### config.mk
export PLATFORM = sky130hd
export DESIGN_NAME = serial_frame_seq
export DESIGN_NICKNAME = d
export VERILOG_FILES = /design/src/rtl/serial_frame_pkg.sv /design/src/rtl/frame_shreg.sv /design/src/rtl/serial_frame_seq.sv
export SDC_FILE = /design/constraint.sdc
export NUM_CORES = 1
export LEC_CHECK = 0
export CORE_MARGIN = 4
export CORE_UTILIZATION = 35
export DETAILED_ROUTE_END_ITERATION = 16
export PLACE_DENSITY_LB_ADDON = 0.05
export SLEW_MARGIN = 20
export SYNTH_ARGS = -nofsm -noshare
export SYNTH_HDL_FRONTEND = slang
export SYNTH_SLANG_ARGS = --single-unit
export TNS_END_PERCENT = 100
### constraint.sdc
create_clock -name C -period 3.6 [get_ports C]
set_clock_uncertainty 0.1 [all_clocks]
set_input_delay 0.54 -clock C [delete_from_list [all_inputs] [get_ports C]]
set_output_delay 0.54 -clock C [all_outputs]
set_load 0.1 [all_outputs]
### src/rtl/serial_frame_pkg.sv
// Shared types, reset values and the frame-length clamp for serial_frame_seq.
package serial_frame_pkg;

  typedef enum logic {
    ST_IDLE = 1'b0,
    ST_RUN  = 1'b1
  } state_e;

  localparam state_e STATE_RST = ST_IDLE;
  localparam logic   BIT_RST   = 1'b0;

  // Map a requested frame length onto the legal range 1..dw.
  function automatic int unsigned clamp_len(input int unsigned len, input int unsigned dw);
    if (len == 0)  return 1;
    if (len > dw)  return dw;
    return len;
  endfunction

endpackage

### src/rtl/frame_shreg.sv
// DW-bit serial shift register with a running XOR parity of the bits shifted in.
module frame_shreg
  import serial_frame_pkg::*;
#(
  parameter int DW = 8
) (
  input  logic          clk_i,
  input  logic          rst_ni,
  input  logic          clr_i,
  input  logic          shift_en_i,
  input  logic          d_i,
  output logic [DW-1:0] shreg_o,
  output logic          par_o
);

  logic [DW-1:0] shreg_q, shreg_d;
  logic          par_q, par_d;

  // Next value: clear wins over shift, otherwise hold.
  always_comb begin
    // NOTE: every always_comb output gets a default first so no path leaves it unassigned (no latch).
    shreg_d = shreg_q;
    par_d   = par_q;
    if (clr_i) begin
      shreg_d = '0;
      par_d   = BIT_RST;
    end else if (shift_en_i) begin
      shreg_d = {shreg_q[DW-2:0], d_i};
      par_d   = par_q ^ d_i;
    end
  end

  // Shift/parity registers with synchronous active-low reset.
  always_ff @(posedge clk_i) begin
    // NOTE: sequential state uses non-blocking assignments so all registers update from pre-edge values.
    if (!rst_ni) begin
      shreg_q <= '0;
      par_q   <= BIT_RST;
    end else begin
      shreg_q <= shreg_d;
      par_q   <= par_d;
    end
  end

  assign shreg_o = shreg_q;
  assign par_o   = par_q;

endmodule

### src/rtl/serial_frame_seq.sv
// Frames a serial bit stream into programmable-length words, strobes each frame end,
// and presents word+parity through a VALID/READY register with sticky overflow.
module serial_frame_seq
  import serial_frame_pkg::*;
#(
  parameter int DW = 8,
  parameter int LW = 4,
  parameter int FW = 8
) (
  input  logic          C,
  input  logic          NR,
  input  logic          EN,
  input  logic [LW-1:0] LEN,
  input  logic          D,
  input  logic          READY,
  input  logic          CLR_OVF,
  output logic [DW-1:0] WORD,
  output logic          PAR,
  output logic          VALID,
  output logic          STROBE,
  output logic          OVF,
  output logic          BUSY,
  output logic [FW-1:0] FCNT
);

  state_e        state_q, state_d;
  logic [LW-1:0] len_q, len_d;
  logic [LW-1:0] cnt_q, cnt_d;
  logic [DW-1:0] word_q, word_d;
  logic          par_q, par_d;
  logic          valid_q, valid_d;
  logic          strobe_q, strobe_d;
  logic          ovf_q, ovf_d;
  logic [FW-1:0] fcnt_q, fcnt_d;

  logic [DW-1:0] shreg;
  logic          shpar;
  logic          sh_clr, sh_en;
  logic          frame_end;
  logic [LW-1:0] len_clamped;
  logic          unused_shreg_msb;

  // The oldest shift bit falls off when the final bit is appended.
  assign unused_shreg_msb = shreg[DW-1];

  assign len_clamped = LW'(clamp_len(32'(LEN), DW));
  assign frame_end   = (state_q == ST_RUN) && (cnt_q == len_q - LW'(1));

  frame_shreg #(.DW(DW)) u_shreg (
    .clk_i      (C),
    .rst_ni     (NR),
    .clr_i      (sh_clr),
    .shift_en_i (sh_en),
    .d_i        (D),
    .shreg_o    (shreg),
    .par_o      (shpar)
  );

  // FSM next state, bit counter, output register, handshake and overflow.
  always_comb begin
    state_d  = state_q;
    len_d    = len_q;
    cnt_d    = cnt_q;
    word_d   = word_q;
    par_d    = par_q;
    valid_d  = valid_q;
    ovf_d    = ovf_q;
    fcnt_d   = fcnt_q;
    strobe_d = 1'b0;
    sh_clr   = 1'b0;
    sh_en    = 1'b0;

    case (state_q)
      ST_IDLE: begin
        if (EN) begin
          state_d = ST_RUN;
          len_d   = len_clamped;
          cnt_d   = '0;
          sh_clr  = 1'b1;
        end
      end
      ST_RUN: begin
        if (frame_end) begin
          // Capture the completed frame including the bit on D this edge.
          word_d   = {shreg[DW-2:0], D};
          par_d    = shpar ^ D;
          fcnt_d   = fcnt_q + FW'(1);
          strobe_d = 1'b1;
          cnt_d    = '0;
          sh_clr   = 1'b1;
          if (EN) len_d = len_clamped;
          else    state_d = ST_IDLE;
        end else begin
          sh_en = 1'b1;
          cnt_d = cnt_q + LW'(1);
        end
      end
      default: state_d = ST_IDLE;
    endcase

    // A completing frame always leaves VALID set; otherwise a transfer clears it.
    if (frame_end)             valid_d = 1'b1;
    else if (valid_q && READY) valid_d = 1'b0;

    // Overwrite of an unconsumed frame beats a simultaneous clear.
    if (frame_end && valid_q && !READY) ovf_d = 1'b1;
    else if (CLR_OVF)                   ovf_d = 1'b0;
  end

  // State and output registers with synchronous active-low reset.
  always_ff @(posedge C) begin
    if (!NR) begin
      state_q  <= STATE_RST;
      len_q    <= '0;
      cnt_q    <= '0;
      word_q   <= '0;
      par_q    <= BIT_RST;
      valid_q  <= BIT_RST;
      strobe_q <= BIT_RST;
      ovf_q    <= BIT_RST;
      fcnt_q   <= '0;
    end else begin
      state_q  <= state_d;
      len_q    <= len_d;
      cnt_q    <= cnt_d;
      word_q   <= word_d;
      par_q    <= par_d;
      valid_q  <= valid_d;
      strobe_q <= strobe_d;
      ovf_q    <= ovf_d;
      fcnt_q   <= fcnt_d;
    end
  end

  assign WORD   = word_q;
  assign PAR    = par_q;
  assign VALID  = valid_q;
  assign STROBE = strobe_q;
  assign OVF    = ovf_q;
  assign BUSY   = (state_q == ST_RUN);
  assign FCNT   = fcnt_q;

endmodule

==> impl_results.md <==
- Per-cell via count in the routed design: 4.98
- Worst-case clock buffer depth: 2
- Pleak: 0.838 nW
- Port buffer count: 30
- Kind of cell with the highest combined delay on the critical path: buffers and inverters
- Number of buffers and inverters on the critical path: 1
- Class of the most critical hold timing path: register to register
- Pwr per Cell Area: 410 nW/um^2
- Number of search-and-repair iterations in the first detailed-routing pass: 4
- Number of distinct library cells after synthesis: 38
- Horizontal die dimension: 74.9 microns
- GRT Residual Overflow: 0
- Maxcap violations: 0
- Type of destination of the critical path: output port
- Total instance count after detailed placement: 244
- Unrepaired setup endpoints after global routing: no
- Share of layout cells above drive strength 1: 0.0704
- Cell-by-cell trace of the critical path: clkdlybuf4s50_1
- Site row count: 24
- Achievable clock frequency: 382 MHz
- Data arrival at the endpoint of the critical path: 1.98 ns
- Area leader, netlist: dfxtp_1
- Fin Setup TNS: 0 ns
- Synth Register Bits: 37
- Count of warnings emitted by yosys: 0
- Net count of the finished layout: 212
- I/O pin count: 31
- Total of endpoints with negative setup slack in the final report: 0
- Total track usage: 0.119
- Post-CTS Hold Buffers: 0
- Post-synth net total: 183
- Most used flip-flop cell after synthesis: dfxtp_1
- Clock Tree Root: clkbuf_8
- Vias in the first global route: 1140
- Library cell with the highest instance count after synthesis: dfxtp_1
- Final antenna-violating net count: 0
- Wire length per cell: 12.3 microns
- CTS Buf Count: 5
- Number of antenna violations at the first check in global routing: 0
- Mean instance size in the synthesized netlist: 9.21 sq um
- Via count: 1249
- Top routing layer used: met4
- Remaining routing DRC violations: 0
- Final weighted congestion in routability-driven placement: 0.721
- Metal3 WL: 169 microns
- Worst VDD drop: 194 uV
- Clock tree from TritonCTS: built
- Fraction of the yosys area taken by sequential cells: 0.473
- H-tree levels: 2
- Core outline area: 4350 sq um
- Pre-CTS setup slack: 1.06 ns
- Area added between synthesis and finish: 28.7%
- Largest fanout on the critical path: 9
- Number of hold violations in the final report: 0
- Final worst-path cycle share: 0.726
- Die Footprint: 5610 sq um
- CP startpoint kind: register
- First DRT Iteration DRCs: 78
- Transition time at the pin with the least slew margin: 0.975 ns
- Post-cts sizing count: 0
- Post-synth top area share: 0.473
- Required time of the critical path: 2.96 ns
- # Post-CTS Setup Buffers: 0
- Largest stage delay on the critical path: 1.20 ns
- Die outline height: 74.9 microns
- Slack of the worst reg-to-reg path: 1.07 ns
- Detail Route met2 WL: 1410 microns
- Headroom to the max-slew limit: 0.348
- Critical path start-end classification: register to output port
- Post-synth design cell area: 1570 sq um
- Effective utilization at floorplan: 0.360
- Slowest CP cell: clkdlybuf4s50_1
- Time the final worst path needs with I/O delays and setup: 2.62 ns
- Status: finished clean
- TritonCTS Sinks: 37
- Largest net degree at the start of global routing: 22
- Async set-or-reset flop fraction in the synthesized netlist: 0
- Insertion delay of the later-clocked pin in the worst-skew pair: 0.29 ns
- Global-route wire length before repair: 5130 microns
- Commonest cells in the synthesized netlist: dfxtp_1 (37), nand2_1 (21), nand3_1 (21)
- Gate Count Post-Synth: 170
- Slack of the critical path: 0.985 ns
- Non-Filler Instances: 251
- Ranking of synthesized cells by area: dfxtp_1 (47%), nand3_1 (6.7%), a22o_1 (5.0%)
- WHS: 0.351 ns
- Post-Route WL: 3100 microns
- Clock transition time at the flip-flop clock pins of the worst setup and hold paths: 0.07 ns
- Final Slew Violations: 0
- Met1 Wirelength: 1480 microns
- EDFF count, synth: 0
- Detailed placement HPWL: 2230 microns
- Final antenna diode count: 0
flip-flops by register name, indices dropped and copies added, names as in the netlist:
register / cells
BUSY: 1
FCNT: 8
OVF: 1
PAR: 1
STROBE: 1
VALID: 1
WORD: 8
cnt_q: 4
len_q: 4
u_shreg.par_o: 1
u_shreg.shreg_o: 7
worst min-delay path, cell delays in order, from the launching register on:
cell and delay (ns):
dfxtp_1 0.31, nand3_1 0.06, nand2_1 0.04
layer usage:
metal | track usage | vias up
met5 | 0 | -
met3 | 0.0441 | 4
met2 | 0.184 | 26
met4 | 0.0356 | 0
li1 | - | 651
met1 | 0.155 | 568
cells by family (layout without fill, tap and decap cells):
kind of cell	after synthesis	count (layout)	synth area share
AND/OR/NAND/NOR	74	74	0.244
flip-flops	37	37	0.473
AO/OA/AOI/OAI	25	25	0.118
buffers and inverters	15	44	0.0367
XOR/XNOR	10	10	0.0647
multiplexers	6	6	0.0391
adder cells (fa/ha/maj)	3	3	0.0240
through the flow:
stage	util	area, sq um	power (mW)
4_1_cts	0.463	2020	0.839
6_report	0.463	2020	0.827
5_1_grt	0.463	2020	0.858
3_5_place_dp	0.439	1910	0.492
2_1_floorplan	-	1570	0.471
3_3_place_gp	0.439	1910	0.491
area by class of cell:
cell class / count / area, sq um
flip-flops and latches: 37 / 741
inverters: 4 / 15.0
repair buffers: 33 / 323
fillers: 403 / 2340
multi-input cells: 118 / 768
clock buffers: 5 / 68.8
well taps: 52 / 65.1
clock inverters: 2 / 35.0
worst paths after layout:
check / to / depth (start not counted) / from
setup / recovery: BUSY / 1 / BUSY
hold / removal: WORD[3] / 2 / WORD[3]
setup reg to reg: FCNT[5] / 7 / len_q[0]
hold reg to reg: WORD[3] / 2 / WORD[3]
cell usage in the layout (no fill, tap or decap), types with 2 or more instances in the layout:
cell             netlist  routed
a22o_1                 9       9
and2_1                 5       5
and3_1                 3       3
buf_4                  0       3
clkbuf_8               0       5
clkdlybuf4s50_1        0      30
dfxtp_1               37      37
ha_1                   3       3
inv_1                  4       4
mux2i_1                5       5
nand2_1               21      21
nand2b_1               2       2
nand3_1               21      21
nand3b_1               2       2
nand4_1                3       3
nor2_1                 5       5
nor2b_1                3       3
nor3_1                 2       2
nor4_1                 2       2
o21ai_0                6       6
o31ai_1                2       2
xnor2_1                4       4
xor2_1                 5       5
power breakdown:
| part | leakage, nW | internal [mW] | switching (mW) |
|---|---|---|---|
| combinational | 0.484 | 0.0270 | 0.0337 |
| clock | 0.0540 | 0.201 | 0.144 |
| sequential | 0.299 | 0.415 | 0.00648 |
(Power assumes the default switching activity.)
